==> config.mk <==
export PLATFORM = sky130hd
export DESIGN_NAME = pipeline_control_unit
export DESIGN_NICKNAME = d
export VERILOG_FILES = /design/src/rtl/pipeline_control_unit.sv
export SDC_FILE = /design/constraint.sdc
export NUM_CORES = 1
export LEC_CHECK = 0
export ABC_CLOCK_PERIOD_IN_PS = 5400
export CAP_MARGIN = 15
export CORE_UTILIZATION = 38
export DETAILED_ROUTE_END_ITERATION = 10
export PLACE_DENSITY = 0.61
export SYNTH_ARGS = -nofsm -noshare
export SYNTH_HDL_FRONTEND = slang
export SYNTH_SLANG_ARGS = --single-unit
==> constraint.sdc <==
create_clock -name clk -period 5.4 [get_ports clk]
set_input_delay 1.08 -clock clk [delete_from_list [all_inputs] [get_ports clk]]
set_output_delay 1.08 -clock clk [all_outputs]
set_load 0.1 [all_outputs]
==> src/rtl/pipeline_control_unit.sv <==
// Hazard, stall and flush controller for the 5-stage RV32 pipeline.
// Adds a stall watchdog and a bank of saturating performance counters.
module pipeline_control_unit #(
    parameter int NUM_STALL_SRC  = 2,
    parameter int REG_ADDR_WIDTH = 5,
    parameter int CNT_WIDTH      = 32,
    parameter int STALL_TIMEOUT  = 1024
) (
    input  logic                      clk,
    input  logic                      rst,
    input  logic [REG_ADDR_WIDTH-1:0] rs1D,
    input  logic [REG_ADDR_WIDTH-1:0] rs2D,
    input  logic [REG_ADDR_WIDTH-1:0] rs1E,
    input  logic [REG_ADDR_WIDTH-1:0] rs2E,
    input  logic [REG_ADDR_WIDTH-1:0] rdE,
    input  logic [REG_ADDR_WIDTH-1:0] rdM,
    input  logic [REG_ADDR_WIDTH-1:0] rdW,
    input  logic                      regWriteM,
    input  logic                      regWriteW,
    input  logic                      memReadE,
    input  logic                      pcsrcE,
    input  logic                      retireW,
    input  logic [NUM_STALL_SRC-1:0]  stallReq,
    input  logic [2:0]                perfSel,
    input  logic                      perfClear,
    output logic [1:0]                forwardAE,
    output logic [1:0]                forwardBE,
    output logic                      stallF,
    output logic                      stallD,
    output logic                      stallE,
    output logic                      stallM,
    output logic                      flushD,
    output logic                      flushE,
    output logic                      flushW,
    output logic                      frozen,
    output logic                      hung,
    output logic [CNT_WIDTH-1:0]      perfData
);
    typedef enum logic [1:0] {
        RUN    = 2'd0,
        FROZEN = 2'd1,
        HUNG   = 2'd2
    } wdState_t;

    localparam int FCW = $clog2(STALL_TIMEOUT + 1);
    localparam logic [FCW-1:0] FC_LAST = FCW'(STALL_TIMEOUT - 1);
    localparam int NUM_CNT = 6;
    localparam logic [CNT_WIDTH-1:0] CNT_MAX = '1;

    logic freeze;
    logic loadUse;
    logic loadUseStall;
    logic branchFlush;
    logic hangEvent;

    wdState_t       state;
    wdState_t       stateNext;
    logic [FCW-1:0] frozenCnt;
    logic [FCW-1:0] frozenCntNext;

    logic [CNT_WIDTH-1:0] perfCnt [NUM_CNT];
    logic [NUM_CNT-1:0]   perfInc;
    logic [CNT_WIDTH-1:0] perfMux;

    assign freeze  = |stallReq;
    assign loadUse = memReadE && (rdE != '0) && ((rdE == rs1D) || (rdE == rs2D));

    // M stage wins over W; x0 is hard-wired zero and never forwarded.
    always_comb begin
        forwardAE = 2'b00;
        forwardBE = 2'b00;
        if (regWriteM && (rdM != '0) && (rdM == rs1E))      forwardAE = 2'b10;
        else if (regWriteW && (rdW != '0) && (rdW == rs1E)) forwardAE = 2'b01;
        if (regWriteM && (rdM != '0) && (rdM == rs2E))      forwardBE = 2'b10;
        else if (regWriteW && (rdW != '0) && (rdW == rs2E)) forwardBE = 2'b01;
    end

    // Freeze holds everything and lets a bubble drain into WB; branch beats load-use.
    always_comb begin
        stallF       = 1'b0;
        stallD       = 1'b0;
        stallE       = 1'b0;
        stallM       = 1'b0;
        flushD       = 1'b0;
        flushE       = 1'b0;
        flushW       = 1'b0;
        loadUseStall = 1'b0;
        branchFlush  = 1'b0;
        if (freeze) begin
            stallF = 1'b1;
            stallD = 1'b1;
            stallE = 1'b1;
            stallM = 1'b1;
            flushW = 1'b1;
        end else if (pcsrcE) begin
            flushD      = 1'b1;
            flushE      = 1'b1;
            branchFlush = 1'b1;
        end else if (loadUse) begin
            stallF       = 1'b1;
            stallD       = 1'b1;
            flushE       = 1'b1;
            loadUseStall = 1'b1;
        end
    end

    always_ff @(posedge clk) begin
        if (rst) begin
            state     <= RUN;
            frozenCnt <= '0;
        end else begin
            state     <= stateNext;
            frozenCnt <= frozenCntNext;
        end
    end

    always_comb begin
        stateNext     = state;
        frozenCntNext = frozenCnt;
        hangEvent     = 1'b0;
        unique case (state)
            RUN: begin
                if (freeze) begin
                    stateNext     = FROZEN;
                    frozenCntNext = FCW'(1);
                end
            end
            FROZEN: begin
                if (!freeze) begin
                    stateNext     = RUN;
                    frozenCntNext = '0;
                end else if (frozenCnt == FC_LAST) begin
                    stateNext = HUNG;
                    hangEvent = 1'b1;
                end else begin
                    frozenCntNext = frozenCnt + FCW'(1);
                end
            end
            HUNG:    stateNext = HUNG;
            default: stateNext = RUN;
        endcase
    end

    assign frozen = (state != RUN);
    assign hung   = (state == HUNG);

    assign perfInc = {hangEvent, retireW & ~freeze, branchFlush, loadUseStall, freeze, 1'b1};

    // Clear dominates a same-cycle increment; counters stick at all-ones.
    always_ff @(posedge clk) begin
        for (int i = 0; i < NUM_CNT; i++) begin
            if (rst || perfClear) begin
                perfCnt[i] <= '0;
            end else if (perfInc[i] && (perfCnt[i] != CNT_MAX)) begin
                perfCnt[i] <= perfCnt[i] + CNT_WIDTH'(1);
            end
        end
    end

    always_comb begin
        perfMux = '0;
        case (perfSel)
            3'd0:    perfMux = perfCnt[0];
            3'd1:    perfMux = perfCnt[1];
            3'd2:    perfMux = perfCnt[2];
            3'd3:    perfMux = perfCnt[3];
            3'd4:    perfMux = perfCnt[4];
            3'd5:    perfMux = perfCnt[5];
            default: perfMux = '0;
        endcase
    end

    always_ff @(posedge clk) begin
        if (rst) perfData <= '0;
        else     perfData <= perfMux;
    end
endmodule

==> results.yml <==
outcome:
  run_status: "completed"
global_route:
  grt_pass1_wl_um: 57500
  grt_pass1_vias: 10060
  track_usage_pct: 20.6
  antenna_found_initial: 1
  grt_remaining_overflow: 0
  grt_max_degree: 50
setup_path:
  cp-start-kind: "input pin"
  cp.required_ns: 4.32
  critPathBufInv: 2
  critPathMaxFanout: 3
  cp-end-kind: "output port"
  startpoint: "rdM[1]"
  path_cells: "clkdlybuf4s50_1, or4_1, o21ai_0, nor4_2, nor4_1, buf_4"
  r2r-start: "frozenCnt[0]"
  cpPeakStageDelay_ns: 0.54
  critical_path_arrival_ns: 3.10
  cpLargestDelayFamily: "simple AND/OR/NAND/NOR gates"
  slowest_stage: "or4_1"
  path_class: "in2out"
timing:
  fmax_mhz: 239
  hold_violations: 0
  setup_viol: 0
  timing.final.crit_share_pct: 77.4
  rsz0062_at_grt: "false"
  slew_violations: 0
  slew_headroom_pct: 25.6
  tightest_slew_ns: 1.11
  finClkSkew_ns: 0.0151
  finalSetupTns_ns: 0
  fin_crit_ns: 4.18
power:
  comb_power_share_pct: 8.2
  p_sw_uw: 1100
  clkPwrFrac_pct: 43.4
  internal-power_uw: 3310
  seqPwrFrac_pct: 48.4
  power_uw: 4400
  power_density_mw_per_mm2: 283
  ir_drop_v: 0.000265
  swShare_pct: 24.9
  power.leakage_uw: 0.00500
final_layout:
  fin_util_pct: 46.1
  postLayoutCellArea_mm2: 0.0156
  antenna_cells: 0
  regArea_mm2: 0.00667
  drive_above_1_share_pct: 8.36
  area_delta_synth_final_pct: 18.7
  fillCellCount: 3190
  multi_input_area_mm2: 0.00617
  finalNetCount: 1445
die:
  rows: 67
  coreArea_mm2: 0.0338
  die_w_um: 188
  die_area_mm2: 0.0353
  die_y_um: 188
  ios: 93
  start_util_pct: 38.9
routing:
  drt-pass1-iter-count: 6
  drt-total-wl_um: 36500
  drc_errors: 0
  num_vias: 10655
  antenna_left: 0
  routed_via_density: 5.73
  drt_iter0_drc: 1072
  wire_per_inst_um: 19.6
placed_design:
  dpl_cell_area_mm2: 0.0146
  io_buffers: 92
  gp_congestion: 0.850
  dp_hpwl_um: 26000
clock_tree:
  insertion_delay_ns: 0.55
  ctsLongestPathBuffers: 3
  cts_buffers: 28
  htreeDepth: 1
  cts_tree: "yes"
  cts_setup_buffers: 0
  cts_resized: 0
  cts_hold_buf: 0
  cts_num_sinks: 237
  clock-root-buffer: "clkbuf_16"
  path_clk_slew_ns: 0.06
synthesis:
  synth_top_family_by_area: "simple AND/OR/NAND/NOR gates"
  synth-seq-area-share_pct: 50.8
  ys.flop_type: "edfxtp_1"
  synthArstFlopShare_pct: 0
  synthCells: 1304
  synth_compound_area_share_pct: 9.32
  syn_nets: 1359
  synth_xor_area_share_pct: 13.7
  synth.area.mux_share_pct: 0
  synth_fa_ha_area_share_pct: 0.667
  avgSynthCellArea_um2: 10.1
  ys_warn_count: 0
  synth_cell_types: 54
  ys_ff_latch: 237
  synth-simple-area-share_pct: 22.8
  synth_area_mm2: 0.0131
  synth_edf_count: 192
worst_hold_path:
  worstHoldStart: "frozenCnt[1]"
  hold_path_class: "reg2reg"
flow_run:
  drv_cap: 0
## cell families (layout without fill, tap and decap cells)
kind of cell,count (synthesis),in the layout
and+or+nand+nor,589,589
DFF,237,237
xor gates and xnor gates,205,205
AOI/OAI and AO/OA,176,176
buffers and inverters,90,198
adders and majority gates,7,7
## layout make-up
class                      count  area share, %
clock buffer                  42           5.76
clock inverter                10          0.361
multi-input combinational    977           39.6
sequential                   237           42.8
tap                          448           3.60
inverter                      23          0.554
timing repair buffer         123           7.35
## Yosys cell counts, types with 6 or more instances
library cell | number | area [um2]
xnor2_1 | 79 | 692
xor2_1 | 126 | 1100
and3_1 | 35 | 219
and2_1 | 7 | 43.8
inv_1 | 22 | 82.6
o21ai_0 | 9 | 45.0
nor3_1 | 50 | 250
o21ai_1 | 7 | 35.0
edfxtp_1 | 192 | 5770
nor2_1 | 195 | 732
nor4_1 | 20 | 125
ha_1 | 7 | 87.6
a21oi_1 | 10 | 50.1
nand2_1 | 67 | 251
a31oi_1 | 38 | 238
dfxtp_1 | 45 | 901
buf_2 | 6 | 30.0
nand4_1 | 67 | 419
clkbuf_1 | 54 | 203
and4_1 | 21 | 184
nand3_1 | 86 | 430
or4_1 | 9 | 67.6
a22oi_1 | 96 | 721
## tightest hold or removal path, delay by kind of cell (launching register included)
family / cells / cell delay, ns
simple gates: 1 / 0.06
flops: 1 / 0.32
compound gates: 1 / 0.05
## per-stage QoR
| stage | hold slack, ns | setup slack [ns] | instances |
|---|---|---|---|
| after floorplan | 0.444 | -0.766 | 1304 |
| after global placement | 0.455 | 1.28 | 1807 |
| after detailed placement | 0.465 | 1.24 | 1807 |
| after CTS | 0.474 | 1.24 | 1859 |
| after global routing | 0.512 | 1.07 | 1860 |
| final | 0.471 | 1.22 | 1860 |
## metal layers
metal / track usage (%) / vias up / part of all wire [%]
met5: 0 / - / 0
met4: 7.57 / 0 / 3.8
met3: 3.07 / 71 / 7.1
met2: 33.2 / 448 / 46
met1: 27.9 / 5099 / 43
li1: - / 5037 / -
## flip-flops by register name, indices dropped and copies added, names as in the netlist
signal	count
perfCnt	192
perfData	32
frozenCnt	11
state	2
## placed cells by master, fill, tap and decap left out, drive strengths merged, types with 7 or more instances in the layout
cell type	count
nor2	195
edfxtp	192
xor2	126
a22oi	96
nand3	86
clkdlybuf4s50	80
xnor2	79
nand4	68
nand2	68
nor3	51
dfxtp	45
clkbuf	43
buf	42
a31oi	38
and3	35
inv	24
nor4	24
and4	21
o21ai	16
a21oi	10
or4	10
clkinv	8
and2	7
ha	7
## worst paths after layout
check	endpoint	slack, ns	cells after the start
hold / removal	frozenCnt[1]	0.47	2
setup reg to reg	perfCnt[5][2]	2.38	6
setup / recovery	forwardAE[0]	1.22	6
hold reg to reg	frozenCnt[1]	0.47	2
## power by group through the flow
stage	Combinational, uW	Clock (uW)	Sequential, uW
after floorplan	178	0	2190
after global placement	356	0	2170
after detailed placement	359	0	2170
after CTS	361	1950	2130
after global routing	383	2020	2140
final	360	1910	2130
Note: power is estimated with default switching activity, not from simulation.
